--- src/rtl/regfile_debug_port_if.sv ---
// Debug-port bundle: control, register file port mux, dump stream out, load stream in.
// master is the host/register-file side, slave is the sequencer.
interface regfile_debug_port_if #(
   parameter int Nloc  = 32,
   parameter int Dbits = 32
);
   localparam int AW = $clog2(Nloc);

   logic             start;
   logic             mode;
   logic             busy;
   logic             done;
   logic [AW-1:0]    rf_ReadAddr;
   logic [Dbits-1:0] rf_ReadData;
   logic             rf_wr;
   logic [AW-1:0]    rf_WriteAddr;
   logic [Dbits-1:0] rf_WriteData;
   logic             out_valid;
   logic             out_ready;
   logic [AW-1:0]    out_addr;
   logic [Dbits-1:0] out_data;
   logic             in_valid;
   logic             in_ready;
   logic [Dbits-1:0] in_data;

   modport master (
      output start, mode, rf_ReadData, out_ready, in_valid, in_data,
      input  busy, done, rf_ReadAddr, rf_wr, rf_WriteAddr, rf_WriteData,
             out_valid, out_addr, out_data, in_ready
   );

   modport slave (
      input  start, mode, rf_ReadData, out_ready, in_valid, in_data,
      output busy, done, rf_ReadAddr, rf_wr, rf_WriteAddr, rf_WriteData,
             out_valid, out_addr, out_data, in_ready
   );
endinterface

--- src/rtl/regfile_debug_port.sv ---
// Register file debug sequencer: dump streams all registers (first word 2 cycles after start),
// load writes registers 1..Nloc-1 one cycle after each accepted word; out_ready=0 stalls the walk.
module regfile_debug_port #(
   parameter int Nloc  = 32,
   parameter int Dbits = 32
) (
   input logic                 clock,
   input logic                 reset,
   regfile_debug_port_if.slave bus
);
   localparam int AW = $clog2(Nloc);
   localparam logic [AW-1:0] LAST_ADDR = AW'(Nloc - 1);
   localparam logic [AW-1:0] LAST_WORD = AW'(Nloc - 2);

   typedef enum logic [1:0] {IDLE, DUMP, LOAD, LOAD_END} state_t;

   state_t           state;
   logic [AW-1:0]    a;
   logic             cap_done;
   logic             busy_q;
   logic             done_q;
   logic             wr_q;
   logic [AW-1:0]    wr_addr_q;
   logic [Dbits-1:0] wr_data_q;
   logic             out_valid_q;
   logic [AW-1:0]    out_addr_q;
   logic [Dbits-1:0] out_data_q;
   logic             in_ready_q;

   always_ff @(posedge clock or posedge reset) begin
      if (reset) begin
         state       <= IDLE;
         a           <= '0;
         cap_done    <= 1'b0;
         busy_q      <= 1'b0;
         done_q      <= 1'b0;
         wr_q        <= 1'b0;
         wr_addr_q   <= '0;
         wr_data_q   <= '0;
         out_valid_q <= 1'b0;
         out_addr_q  <= '0;
         out_data_q  <= '0;
         in_ready_q  <= 1'b0;
      end else begin
         done_q <= 1'b0;
         wr_q   <= 1'b0;
         case (state)
            IDLE: begin
               if (bus.start) begin
                  busy_q     <= 1'b1;
                  a          <= '0;
                  cap_done   <= 1'b0;
                  in_ready_q <= bus.mode;
                  state      <= bus.mode ? LOAD : DUMP;
               end
            end
            DUMP: begin
               // cap_done means the held word is address Nloc-1, so its acceptance ends the dump
               if (out_valid_q && bus.out_ready && cap_done) begin
                  out_valid_q <= 1'b0;
                  busy_q      <= 1'b0;
                  done_q      <= 1'b1;
                  state       <= IDLE;
               end else if ((!out_valid_q || bus.out_ready) && !cap_done) begin
                  out_valid_q <= 1'b1;
                  out_addr_q  <= a;
                  out_data_q  <= bus.rf_ReadData;
                  if (a == LAST_ADDR) cap_done <= 1'b1;
                  else                a        <= a + 1'b1;
               end
            end
            LOAD: begin
               if (bus.in_valid) begin
                  wr_q      <= 1'b1;
                  wr_addr_q <= a + 1'b1;
                  wr_data_q <= bus.in_data;
                  if (a == LAST_WORD) begin
                     in_ready_q <= 1'b0;
                     state      <= LOAD_END;
                  end else begin
                     a <= a + 1'b1;
                  end
               end
            end
            LOAD_END: begin
               busy_q <= 1'b0;
               done_q <= 1'b1;
               state  <= IDLE;
            end
            default: state <= IDLE;
         endcase
      end
   end

   assign bus.rf_ReadAddr  = (state == DUMP) ? a : '0;
   assign bus.busy         = busy_q;
   assign bus.done         = done_q;
   assign bus.rf_wr        = wr_q;
   assign bus.rf_WriteAddr = wr_addr_q;
   assign bus.rf_WriteData = wr_data_q;
   assign bus.out_valid    = out_valid_q;
   assign bus.out_addr     = out_addr_q;
   assign bus.out_data     = out_data_q;
   assign bus.in_ready     = in_ready_q;
endmodule

--- src/flat_wrapper.sv ---
// flat-port wrapper written by rule: the top's interface ports become plain ports
module regfile_debug_port_flat 
#(
   parameter int Nloc  = 32,
   parameter int Dbits = 32
)
  (clock, reset, bus_start, bus_mode, bus_rf_ReadData, bus_out_ready, bus_in_valid, bus_in_data, bus_busy, bus_done, bus_rf_ReadAddr, bus_rf_wr, bus_rf_WriteAddr, bus_rf_WriteData, bus_out_valid, bus_out_addr, bus_out_data, bus_in_ready);
  regfile_debug_port_if #(.Nloc(Nloc), .Dbits(Dbits)) bus_i ();
  input logic clock;
  input logic reset;
  input wire logic [$bits(bus_i.start)-1:0] bus_start;
  input wire logic [$bits(bus_i.mode)-1:0] bus_mode;
  input wire logic [$bits(bus_i.rf_ReadData)-1:0] bus_rf_ReadData;
  input wire logic [$bits(bus_i.out_ready)-1:0] bus_out_ready;
  input wire logic [$bits(bus_i.in_valid)-1:0] bus_in_valid;
  input wire logic [$bits(bus_i.in_data)-1:0] bus_in_data;
  output wire logic [$bits(bus_i.busy)-1:0] bus_busy;
  output wire logic [$bits(bus_i.done)-1:0] bus_done;
  output wire logic [$bits(bus_i.rf_ReadAddr)-1:0] bus_rf_ReadAddr;
  output wire logic [$bits(bus_i.rf_wr)-1:0] bus_rf_wr;
  output wire logic [$bits(bus_i.rf_WriteAddr)-1:0] bus_rf_WriteAddr;
  output wire logic [$bits(bus_i.rf_WriteData)-1:0] bus_rf_WriteData;
  output wire logic [$bits(bus_i.out_valid)-1:0] bus_out_valid;
  output wire logic [$bits(bus_i.out_addr)-1:0] bus_out_addr;
  output wire logic [$bits(bus_i.out_data)-1:0] bus_out_data;
  output wire logic [$bits(bus_i.in_ready)-1:0] bus_in_ready;
  assign bus_i.start = bus_start;
  assign bus_i.mode = bus_mode;
  assign bus_i.rf_ReadData = bus_rf_ReadData;
  assign bus_i.out_ready = bus_out_ready;
  assign bus_i.in_valid = bus_in_valid;
  assign bus_i.in_data = bus_in_data;
  assign bus_busy = bus_i.busy;
  assign bus_done = bus_i.done;
  assign bus_rf_ReadAddr = bus_i.rf_ReadAddr;
  assign bus_rf_wr = bus_i.rf_wr;
  assign bus_rf_WriteAddr = bus_i.rf_WriteAddr;
  assign bus_rf_WriteData = bus_i.rf_WriteData;
  assign bus_out_valid = bus_i.out_valid;
  assign bus_out_addr = bus_i.out_addr;
  assign bus_out_data = bus_i.out_data;
  assign bus_in_ready = bus_i.in_ready;
  regfile_debug_port #(.Nloc(Nloc), .Dbits(Dbits)) u_core (.clock(clock), .reset(reset), .bus(bus_i));
endmodule
--- config.mk ---
export PLATFORM = sky130hd
export DESIGN_NAME = regfile_debug_port_flat
export DESIGN_NICKNAME = d
export VERILOG_FILES = /design/src/rtl/regfile_debug_port_if.sv /design/src/rtl/regfile_debug_port.sv /design/src/flat_wrapper.sv
export SDC_FILE = /design/constraint.sdc
export NUM_CORES = 1
export LEC_CHECK = 0
export BUFFER_PORTS_ARGS = -buffer_cell sky130_fd_sc_hd__buf_2
export CORE_MARGIN = 2
export CORE_UTILIZATION = 40
export CTS_CLUSTER_DIAMETER = 40
export DETAILED_ROUTE_END_ITERATION = 8
export GPL_TIMING_DRIVEN = 1
export PLACE_DENSITY = 0.69
export RECOVER_POWER = 100
export SLEW_MARGIN = 25
export SYNTH_ARGS = -nofsm -noshare
export SYNTH_HDL_FRONTEND = slang
export SYNTH_SLANG_ARGS = --single-unit
--- constraint.sdc ---
create_clock -name clock -period 2.48 [get_ports clock]
set_clock_uncertainty 0.2 [all_clocks]
set_input_delay 0.124 -clock clock [delete_from_list [all_inputs] [get_ports clock]]
set_output_delay 0.124 -clock clock [all_outputs]
set_load 0.01 [all_outputs]
==> impl_results.md <==
- Status: complete, no violations
- Number of search-and-repair iterations in the first detailed-routing pass: 4
- Share of synthesized area occupied by flip-flops and latches: 60.86%
- Fraction of synthesized cell area taken by the top area cell type: 60.86%
- Leakage: 2.404 nW
- Die height: 98.57 um
- Hold_buf cts: 68
- Detailed router's first-iteration violation count: 34
- GPL Wtd Cong: 0.9327
- Placeable core region: 0.008678 mm^2
- IO buf count: 153
- DRT Wirelength: 8.462 mm
- Biggest fanout along the worst timing path: 5
- Commonest cells after routing, fill and taps aside: sky130_fd_sc_hd__clkbuf_1, sky130_fd_sc_hd__dfrtp_1, sky130_fd_sc_hd__mux2_2, sky130_fd_sc_hd__buf_2, sky130_fd_sc_hd__dlygate4sd3_1
- Fin. Hold Viols: 0
- Ys flop type: sky130_fd_sc_hd__dfrtp_1
- PostCTS Resize Cnt: 0
- DR DRC count: 0
- Worst min path class: in -> reg
- Reg2Reg Setup Slack: 0.14 ns
- Via count of the first global-routing pass: 2948
- Smallest hold slack: 0.01574 ns
- Maxcap violations: 0
- TritonCTS clock tree: done
- Cell types with the largest area share after synthesis: sky130_fd_sc_hd__dfrtp_1, sky130_fd_sc_hd__mux2_2, sky130_fd_sc_hd__ha_1
- Share of the cycle needed by the critical path after routing: 94.41%
- Number of buffers added by the clock tree synthesis step: 9
- Routed vias/inst: 4.647
- Final design instance area without fill: 0.005253 mm^2
- Ordered list of cells on the worst path: ha_1, and3_1, ha_1, o31ai_4, nand3_1, mux2_2
- Destination of the worst hold path: u_core.bus.in_ready
- Clk Latency, worst-skew pair: 0.35 ns
- Achievable Freq: 427.1 MHz
- Crit end category: flop
- Total die area: 0.009715 mm^2
- Boundary pin count: 154
- Launch instance of the worst min-delay path: bus_in_valid
- Crit path max-delay cell type: sky130_fd_sc_hd__dfrtp_1
- EDFF count, synth: 0
- Via total after detailed routing: 2765
- Remaining Overflow, GRT: 0
- Syn-to-layout area delta: 46.83%
- Worst vdd ir: 483.3 uV
- Layout fillers: 737
- Starting Density: 41.22%
- Pwr dens: 1103 mW/mm^2
- Pins over their slew limit: 0
- Number of antenna diodes: 0
- Number of distinct library cells after synthesis: 38
- Data arrival time of the worst path: 2.38 ns
- Cell area after synthesis: 0.003577 mm^2
- Worst Path Required: 2.52 ns
- Share of async-settable or async-resettable flops after synthesis: 100.0%
- Syn. warnings: 0
- Worst relative slew slack: 33.34%
- Depth of the CTS H-tree: 3
- RR Endpoint: u_core.a[1]
- Worst-case clock buffer depth: 2
- Actual slew at the worst max-slew pin: 0.9944 ns
- Total number of nets in the final design: 560
- Remaining number of nets flagged by the antenna check after routing: 0
- Mean Syn Cell Area: 14.31 um^2
- Share of post-route cells with drive strength above 1: 34.09%
- Antenna violations before repair: 0
- Nets in the synthesized netlist: 328
- Dpl cell area: 0.004526 mm^2
- RSZ-0062 raised after global routing: no
- Clock-pin slew of the registers on the worst-case setup and hold paths: 0.09 ns
- Number of cell rows: 34
- Final setup viols: 0
- Number of cells on the worst reg-to-reg path: 6
- Gr usage total: 17.94%
- Delay of the slowest critical-path stage: 0.44 ns
- HPWL Detailed: 5.537 mm
- Global-route wire length before repair: 13.90 mm
- Synth Register Bits: 87
- Gate count of the mapped netlist: 250
- Root Buffer: sky130_fd_sc_hd__clkbuf_8
- Buffers inserted during post-CTS setup optimization: 0
- Cell accounting for the most synthesized area: sky130_fd_sc_hd__dfrtp_1
- Worst R2R Start: u_core.a[0]
- WL/cell: 14.22 um
- Horizontal extent of the die: 98.57 um
- CTS sink count: 87
- Most common cell on crit path: sky130_fd_sc_hd__ha_1
- Final critical-path required period: 2.341 ns
- Pin count of the biggest net entering global routing: 43
- Setup TNS after final layout: 0 ns
- Hold depth: 4
- Critical Path Source Type: flop
- Kind of critical path: reg -> reg
-- metrics by stage --
stage	setup slack [ns]	cells	total power [mW]	util, %
after floorplan	0.3771	250	3.934	-
final	0.1387	595	5.792	60.52
after global routing	0.04375	595	6.222	60.52
after global placement	0.2509	511	4.846	52.15
after CTS	0.1479	595	6.043	62.33
after detailed placement	0.1660	511	4.928	52.15
-- worst max-delay path, delay by kind of cell (launching register included) --
kind / cells / cell delay (ns)
adders and majority gates: 2 / 0.50
and+or+nand+nor: 2 / 0.48
DFF: 1 / 0.44
muxes: 1 / 0.34
AOI/OAI and AO/OA: 1 / 0.28
-- flip-flops by register name, indices dropped and copies added (netlist names) --
name                     cells
u_core.bus.out_valid         1
u_core.bus.done              1
u_core.bus.rf_WriteData     32
u_core.bus.out_data         32
u_core.cap_done              1
u_core.a                     5
u_core.bus.out_addr          5
u_core.bus.rf_WriteAddr      5
u_core.bus.in_ready          1
u_core.bus.busy              1
u_core.bus.rf_wr             1
u_core.state                 2
-- how the worst max path moves through the flow --
stage	startpoint	end	cells after the start
floorplan	u_core.a[0]	u_core.a[1]	6
global placement	u_core.a[0]	u_core.a[1]	6
detailed placement	u_core.a[0]	u_core.a[1]	6
CTS	u_core.a[0]	u_core.a[1]	6
global route	u_core.state[1]	u_core.bus.out_data[22]	6
finish	u_core.a[0]	u_core.a[1]	6
-- layer usage --
metal / track usage, % / share of wire, % / up-vias
li1: - / - / 1333
met1: 21.55 / 42 / 1320
met2: 30.87 / 50 / 99
met3: 4.397 / 5.9 / 13
met4: 7.482 / 1.9 / 0
met5: 0 / 0 / -
-- cells by family after synthesis --
logic type | share of synthesized area [%]
flops | 60.86
buf+inv | 2.938
fa+ha+maj | 2.798
xor+xnor | 0.4898
compound gates | 3.953
simple gates | 5.422
mux | 23.54
-- synthesized netlist by cell type (3+ instances only) --
library cell               n
sky130_fd_sc_hd__a21oi_1   5
sky130_fd_sc_hd__and2_1    3
sky130_fd_sc_hd__buf_6     3
sky130_fd_sc_hd__dfrtp_1  87
sky130_fd_sc_hd__ha_1      8
sky130_fd_sc_hd__inv_1    10
sky130_fd_sc_hd__mux2_1    3
sky130_fd_sc_hd__mux2_2   70
sky130_fd_sc_hd__nand2_1  14
sky130_fd_sc_hd__nand3_1   3
sky130_fd_sc_hd__nor2_1    6
sky130_fd_sc_hd__o21ai_0   8
-- power by group --
part | internal, mW | total, mW | switching [mW]
Combinational | 1.14 | 2.37 | 1.23
Clock | 0.480 | 1.01 | 0.532
Sequential | 2.07 | 2.41 | 0.346
Total | 3.69 | 5.79 | 2.10
-- layout make-up --
cell class                      instances  area (um^2)  area share, %
Timing Repair Buffer                  230         1400          26.66
Clock buffer                            9        123.9          2.358
Sequential cell                        87         2177          41.45
Clock inverter                          7        78.83          1.501
Inverter                               11        42.54         0.8099
Multi-Input combinational cell        143         1295          24.65
Tap cell                              108        135.1          2.573
No activity file was read; power rests on OpenSTA's default activity.
